<file path="src/rtl/demuxhot.sv">
// Registered one-hot demultiplexer: one valid/ready stream in, N buffered
// channels out. Zero or multi-hot selects are swallowed and counted.
module demuxhot #(
    parameter int DW = 8,
    parameter int N  = 8
) (
    input  logic            clk,
    input  logic            rst,
    input  logic            in_valid,
    output logic            in_ready,
    input  logic [N-1:0]    in_sel,
    input  logic [DW-1:0]   in_data,
    output logic [N-1:0]    out_valid,
    input  logic [N-1:0]    out_ready,
    output logic [N*DW-1:0] out_data,
    output logic            err,
    output logic [7:0]      err_count
);

    logic [N-1:0]  r_v;
    logic [DW-1:0] r_d [N];
    logic          r_err;
    logic [7:0]    r_err_count;

    logic [N-1:0]  w_sel_m1;
    logic          w_onehot;
    logic          w_blocked;
    logic          w_accept;
    logic          w_push_ok;
    logic          w_drop;

    assign w_sel_m1 = in_sel - {{(N-1){1'b0}}, 1'b1};
    assign w_onehot = (in_sel != '0) && ((in_sel & w_sel_m1) == '0);

    // With a one-hot select this isolates the single target channel's
    // full-and-stalled condition; invalid selects never stall.
    assign w_blocked = |(in_sel & r_v & ~out_ready);
    assign in_ready  = w_onehot ? !w_blocked : 1'b1;

    assign w_accept  = in_valid && in_ready;
    assign w_push_ok = w_accept && w_onehot;
    assign w_drop    = w_accept && !w_onehot;

    always_ff @(posedge clk) begin
        if (rst) begin
            r_v         <= '0;
            r_err       <= 1'b0;
            r_err_count <= 8'd0;
            for (int i = 0; i < N; i++) begin
                r_d[i] <= '0;
            end
        end else begin
            for (int i = 0; i < N; i++) begin
                if (w_push_ok && in_sel[i]) begin
                    r_v[i] <= 1'b1;
                    r_d[i] <= in_data;
                end else if (r_v[i] && out_ready[i]) begin
                    r_v[i] <= 1'b0;
                end
            end
            if (w_drop) begin
                r_err <= 1'b1;
                if (r_err_count != 8'hFF) begin
                    r_err_count <= r_err_count + 8'd1;
                end
            end
        end
    end

    genvar g;
    generate
        for (g = 0; g < N; g++) begin : g_out
            assign out_data[(g+1)*DW-1 -: DW] = r_d[g];
        end
    endgenerate

    assign out_valid = r_v;
    assign err       = r_err;
    assign err_count = r_err_count;

endmodule

</file>
<file path="config.mk">
export PLATFORM = sky130hd
export DESIGN_NAME = demuxhot
export DESIGN_NICKNAME = d
export VERILOG_FILES = /design/src/rtl/demuxhot.sv
export SDC_FILE = /design/constraint.sdc
export NUM_CORES = 1
export LEC_CHECK = 0
export BUFFER_PORTS_ARGS = -buffer_cell sky130_fd_sc_hd__clkbuf_2
export CAP_MARGIN = 20
export CORE_MARGIN = 2
export CORE_UTILIZATION = 53
export DETAILED_ROUTE_END_ITERATION = 7
export PLACE_DENSITY = 0.84
export SLEW_MARGIN = 0
export SYNTH_ARGS = -nofsm -noshare
export SYNTH_HDL_FRONTEND = slang
export SYNTH_SLANG_ARGS = --single-unit
</file>
<file path="constraint.sdc">
create_clock -name clk -period 6.66 [get_ports clk]
set_input_delay 0.333 -clock clk [delete_from_list [all_inputs] [get_ports clk]]
set_output_delay 0.333 -clock clk [all_outputs]
set_load 0.02 [all_outputs]
</file>
==> key figures, run 1 <==
Run status
  – Status: finished, final reports clean

Setup path
  – R2R Setup Slk: 4.12 ns
  – R2R Path End: r_d[0][17]
  – R2R cell count: 6
  – CP startpoint: out_valid[6]
  – CP endpoint: r_d[0][17]
  – Critical Path RT: about 6.7 ns
  – Classification of the worst setup path: register to register
  – Worst Path Arrival: 2.55 ns
  – Critical path capture point type: register
  – Crit Path Max Fanout: 10
  – Reg2Reg Launch Point: out_valid[6]
  – Startpoint types: register

Flow run
  – Maxcap violations: 0

Timing
  – Max-slew headroom: 54.29%
  – Endpoints failing setup: 0
  – Fin. Hold Viols: 0
  – Tcrit/Tclk final: 38.10%
  – RSZ-0062 raised after global routing: false
  – Worst-margin pin slew: around 0.69 ns
  – Final worst path period need: 2.537 ns
  – Fmax: 394.1 MHz
  – Clk_skew: around 0.011 ns
  – Setup TNS: 0 ns
  – Final Max Tran Viols: 0

Drt
  – Via count: 2443
  – Number of vias per cell: 5.502
  – DRC viols: 0
  – Final wirelength: ~8.0 mm
  – Routed length per instance: 17.97 um
  – Drt initial violations: 258
  – Post-DRT Antenna Nets: 0
  – DRT Pass-1 Iters: 6

Synth
  – Syn_area_per_cell: 12.64 um2
  – Distinct cell type count after synthesis: 35
  – Largest cells by area after synthesis: edfxtp_1, dfxtp_1, nor2_1
  – Mapped cell area: 3161 um2
  – Proportion of synthesized chip area in sequential cells: 71.58%
  – Synth Register Bits: slightly above 80
  – Post-synth EDFFs: 64
  – Synth warn: 0
  – Syn nets: 278
  – Synth top area share: 60.81%
  – Async SR Flop Fraction: 0%
  – Ys flop type: edfxtp_1
  – Cells after Synth: 250
  – Post-synth top area cell: edfxtp_1

Global routing
  – Initial antenna violation count: 0
  – Vias in the first global route: approximately 2.3k
  – Remaining Overflow, GRT: 0
  – First-pass GRT wire length: about 12 mm
  – Largest net degree at the start of global routing: 20
  – Tot GR Track Use: 25.15%

Final layout
  – Layout cells sized above 1: 37.40%
  – Most common cell after layout, fill and taps aside: clkbuf_2
  – Final core occ: 68.31%
  – Synthesis-to-finish area growth: 26.44%
  – Most used cells in the layout excluding fill and tap cells: clkbuf_2, edfxtp_1, nor2_1
  – Fillers: approximately 400
  – Post-route standard cell area excluding fillers: 3996 um2
  – N_diodes: 0
  – Layout net count: 393
  – Non-filler cells in the finished layout: ~440

Power and ir drop
  – Power Density: between 200 and 300 nW/um2
  – VDD IR-drop max: 0.0001720 V
  – Clk pwr share: between 30% and 40%
  – Sequential group share of total power: 53.7%
  – Leak: 1.668 nW
  – Internal: 812.4 uW
  – Sw Share: roughly a quarter
  – Combinational share of power: 9.8%
  – P_sw: about 270 uW

Clock network
  – Post-cts resize count: 0
  – Worst-path clk slew: 0.09 ns
  – Inserted Clock Buffers: 9
  – Clk sink count: 81
  – CTS root buf: clkbuf_8
  – Htree depth: 3
  – Number of setup buffers added after CTS: 0
  – Clock Latency Late Sink: 0.35 ns
  – Longest Clk Path Bufs: 2
  – CTS tree: yes
  – Cts hold-fix bufs: 0

Placed design
  – Gpl congestion: 0.8330
  – Placed insts: 429
  – Placed cell area: 3780 um2
  – I/O Buffers: 108
  – Dpl hpwl: 5.438 mm

Die
  – CORE AREA: just under 6000 um2
  – Io pins: 109
  – # rows: 28
  – Starting density of the core: a little over half
  – Die Y: 81.22 um
  – Die area: 6597 um2
  – Die width: 81.22 um

Hold path
  – Hold WC Path Type: input pin to register
cell usage after synthesis, types with 2 or more instances:
library cell	count
mux2_2	2
nand3b_1	3
a211oi_1	2
o31ai_1	3
nand2_2	6
or4_1	3
edfxtp_1	64
nand2b_1	8
nand2_1	22
inv_1	14
nand4_1	2
a21oi_1	13
o21ai_0	2
nand4b_1	3
nor2b_1	2
dfxtp_1	17
nor2_1	55
nand3_1	7
clkbuf_1	4
and3_1	3
worst min path at each step:
stage	start	end	slack (ns)	cells after the start
after detailed placement	err	err	0.46	2
final	out_ready[0]	out_valid[0]	0.27	3
after CTS	out_ready[5]	out_valid[5]	0.26	3
after global placement	err	err	0.46	2
after global routing	out_ready[0]	out_valid[0]	0.28	3
after floorplan	in_valid	err	0.47	2
stage by stage:
step / setup slack [ns] / power [mW] / hold slack [ns]
finish: 4.123 / 1.086 / 0.2711
global route: 3.993 / 1.117 / 0.2787
CTS: 4.128 / 1.089 / 0.2631
detailed placement: 3.846 / 0.6999 / 0.4572
global placement: 3.965 / 0.6966 / 0.4597
floorplan: 4.334 / 0.6526 / 0.4736
kinds of logic after synthesis:
logic type	share of synthesized area, %
and+or+nand+nor	18.61
DFF	71.58
AOI/OAI and AO/OA	6.136
adders and majority gates	0.3958
buffers and inverters	2.256
muxes	1.029
state kept, by name, indices dropped and copies added, names as in the netlist:
register / count
r_d: 64
err_count: 8
out_valid: 8
err: 1
critical path: stages (launching register included):
cell	delay (ns)
dfxtp_1	0.34
nand2b_1	0.15
o22a_1	0.16
o221ai_1	0.18
a2111oi_4	0.71
nand2_2	0.29
nand2_1	0.36
final cells by class:
cell class	count	area, um2	area share [%]
well taps	75	93.84	2.348
repair buffers	108	540.5	13.53
inverters	15	56.30	1.409
multi-input cells	150	827.0	20.70
clock buffers	9	123.9	3.100
flip-flops and latches	81	2262	56.61
clock inverters	6	92.59	2.317
metal layers:
layer / GRT usage (%) / up-vias / routed length [um]
li1: - / 1117 / -
met1: 31.42 / 1141 / 3175
met2: 41.16 / 164 / 3818
met3: 6.556 / 21 / 747
met4: 11.53 / 0 / 235
met5: 0 / - / 0
power groups by stage:
stage | combinational (mW) | sequential (mW) | clock [mW]
6_report | 0.107 | 0.583 | 0.396
5_1_grt | 0.115 | 0.586 | 0.417
4_1_cts | 0.107 | 0.584 | 0.398
3_5_place_dp | 0.106 | 0.594 | 0
3_3_place_gp | 0.104 | 0.593 | 0
2_1_floorplan | 0.0248 | 0.628 | 0
(Power assumes the default switching activity.)
==> inputs of run 2 (changes only) <==
CORE_UTILIZATION = 49   (was 53)
PLACE_DENSITY = 0.78   (was 0.84)
clock period = 2.6 ns   (was 6.66 ns; I/O delays follow)
==> run 2 against run 1 <==
  * Sequential share of layout area decreased by 0.16 points
  * Largest power group unchanged
  * Clock power up 130%
  * Critical path type unchanged
  * Largest cell class unchanged
  * Worst setup slack lost 3.7 ns
==> key figures, run 2 (synthesized netlist as in run 1, its figures left out) <==
Clock network
  – Longest Clk Path Bufs: 2
  – Cts hold-fix bufs: 0
  – Clock Latency Late Sink: between 0.3 and 0.4 ns
  – CTS tree: yes
  – CTS root buf: clkbuf_8
  – Number of setup buffers added after CTS: 0
  – Worst-path clk slew: about 0.08 ns
  – Clk sink count: 81
  – Htree depth: 3
  – Post-cts resize count: 0
  – Inserted Clock Buffers: 9

Timing
  – RSZ-0062 raised after global routing: false
  – Hold Slack: 0.05965 ns
  – Setup TNS: 0 ns
  – Clk_skew: 0.009256 ns
  – Max-slew headroom: between 70 and 80%
  – Fmax: 469.1 MHz
  – Final Max Tran Viols: 0
  – Endpoints failing setup: 0
  – Final worst path period need: 2.132 ns
  – Worst-margin pin slew: 0.3877 ns
  – Tcrit/Tclk final: 81.98%
  – Fin. Hold Viols: 0

Power and ir drop
  – Sequential group share of total power: a little under three fifths
  – Leak: 1.680 nW
  – VDD IR-drop max: just over 0.0003 V
  – Power Density: 668.8 nW/um2
  – Clk pwr share: 34.2%
  – Sw Share: 25.54%
  – Internal: approximately 2.0 mW
  – P_sw: 684.6 uW
  – Combinational share of power: 10.2%

Drt
  – Final wirelength: 7.192 mm
  – DRT Pass-1 Iters: 5
  – Drt initial violations: 217
  – Via count: 2386
  – Routed length per instance: 15.98 um
  – DRC viols: 0
  – Number of vias per cell: 5.302
  – Post-DRT Antenna Nets: 0

Final layout
  – Synthesis-to-finish area growth: 26.80%
  – Layout net count: 396
  – Layout cells sized above 1: 37.80%
  – Post-route standard cell area excluding fillers: 4008 um2
  – Final core occ: between 60% and 70%
  – N_diodes: 0
  – Non-filler cells in the finished layout: 450
  – Most common cell after layout, fill and taps aside: clkbuf_2
  – Max reg flops: 64
  – Largest register by flop count: r_d
  – Most used cells in the layout excluding fill and tap cells: clkbuf_2, edfxtp_1, nor2_1

Hold path
  – Hold WC Path Type: input pin to register
  – Worst hold stages: 3
  – Min-delay src: out_ready[0]
  – Hold path endpoint: out_valid[0]

Die
  – CORE AREA: 6277 um2
  – # rows: 29
  – Io pins: 109
  – Die area: around 7000 um2
  – Die width: 84.31 um
  – Die Y: ~84 um
  – Starting density of the core: between 50% and 60%

Setup path
  – Crit Path Max Fanout: 10
  – Critical path capture point type: register
  – Critical Path RT: approximately 2.6 ns
  – R2R Path End: r_d[0][19]
  – R2R cell count: 7
  – Reg2Reg Launch Point: out_valid[3]
  – R2R Setup Slk: about 0.47 ns
  – Classification of the worst setup path: register to register
  – Worst Path Arrival: 2.14 ns
  – Startpoint types: register

Placed design
  – I/O Buffers: ~110
  – Gpl congestion: 0.7741
  – Placed cell area: 3805 um2
  – Placed insts: 434
  – Dpl hpwl: 5.357 mm

Flow run
  – Maxcap violations: 0

Run status
  – Status: finished, final reports clean

Global routing
  – Largest net degree at the start of global routing: 20
  – Remaining Overflow, GRT: 0
  – Top Usage Layer GRT: met2
  – Initial antenna violation count: 0
  – Met1 usage: a little over a quarter
  – Tot GR Track Use: 20.64%
  – Vias in the first global route: 2270
  – Met3 Track Usage GR: roughly 5.8%
  – First-pass GRT wire length: between 10 and 15 mm
  – Global Route met2 Usage: roughly a third
run 2: cell count changes in the layout (fill, tap and decap cells not counted), sizes merged:
| cell | change |
|---|---|
| buf | +3 |
| clkinv | +2 |
| bufinv | -1 |
| clkinvlp | -1 |
| inv | +1 |
run 2: power groups by stage:
stage / clock [mW] / combinational [mW] / sequential, mW
floorplan: 0 / 0.0636 / 1.61
global placement: 0 / 0.270 / 1.52
detailed placement: 0 / 0.275 / 1.52
CTS: 0.934 / 0.276 / 1.49
global route: 0.984 / 0.292 / 1.50
finish: 0.915 / 0.275 / 1.49
run 2: cell type report:
| type | count | area, um2 |
|---|---|---|
| multi-input combinational | 150 | 827.0 |
| clock inverter | 7 | 78.83 |
| sequential | 81 | 2262 |
| tap | 77 | 96.34 |
| clock buffer | 9 | 123.9 |
| fill | 474 | 2270 |
| timing repair buffer | 111 | 563.0 |
| inverter | 15 | 56.30 |
run 2: worst max-delay path, cell delays in order, from the launching register on:
cell,delay (ns)
dfxtp_1,0.32
nand2b_1,0.11
o22a_1,0.14
o221ai_1,0.18
a2111oi_4,0.36
buf_4,0.23
nand2_2,0.15
nand2_1,0.31
run 2: stage by stage:
stage	setup WS (ns)	power, mW
2_1_floorplan	0.4556	1.672
3_3_place_gp	0.3681	1.789
3_5_place_dp	0.2498	1.797
4_1_cts	0.4562	2.701
5_1_grt	0.3379	2.774
6_report	0.4684	2.680
run 2: per-layer routing:
metal	up-vias	routed length (um)
met1	1120	2876
met3	8	737
met5	-	0
met2	134	3503
met4	0	75
li1	1124	-
run 2: worst max-delay path by stage:
stage | from | slack [ns] | cells past startpoint | endpoint
after floorplan | out_valid[6] | 0.46 | 6 | r_d[0][0]
after CTS | out_valid[3] | 0.46 | 7 | r_d[0][19]
final | out_valid[3] | 0.47 | 7 | r_d[0][19]
after global placement | in_sel[2] | 0.37 | 8 | r_d[0][19]
after global routing | out_valid[3] | 0.34 | 7 | r_d[0][19]
after detailed placement | in_sel[2] | 0.25 | 8 | r_d[0][22]
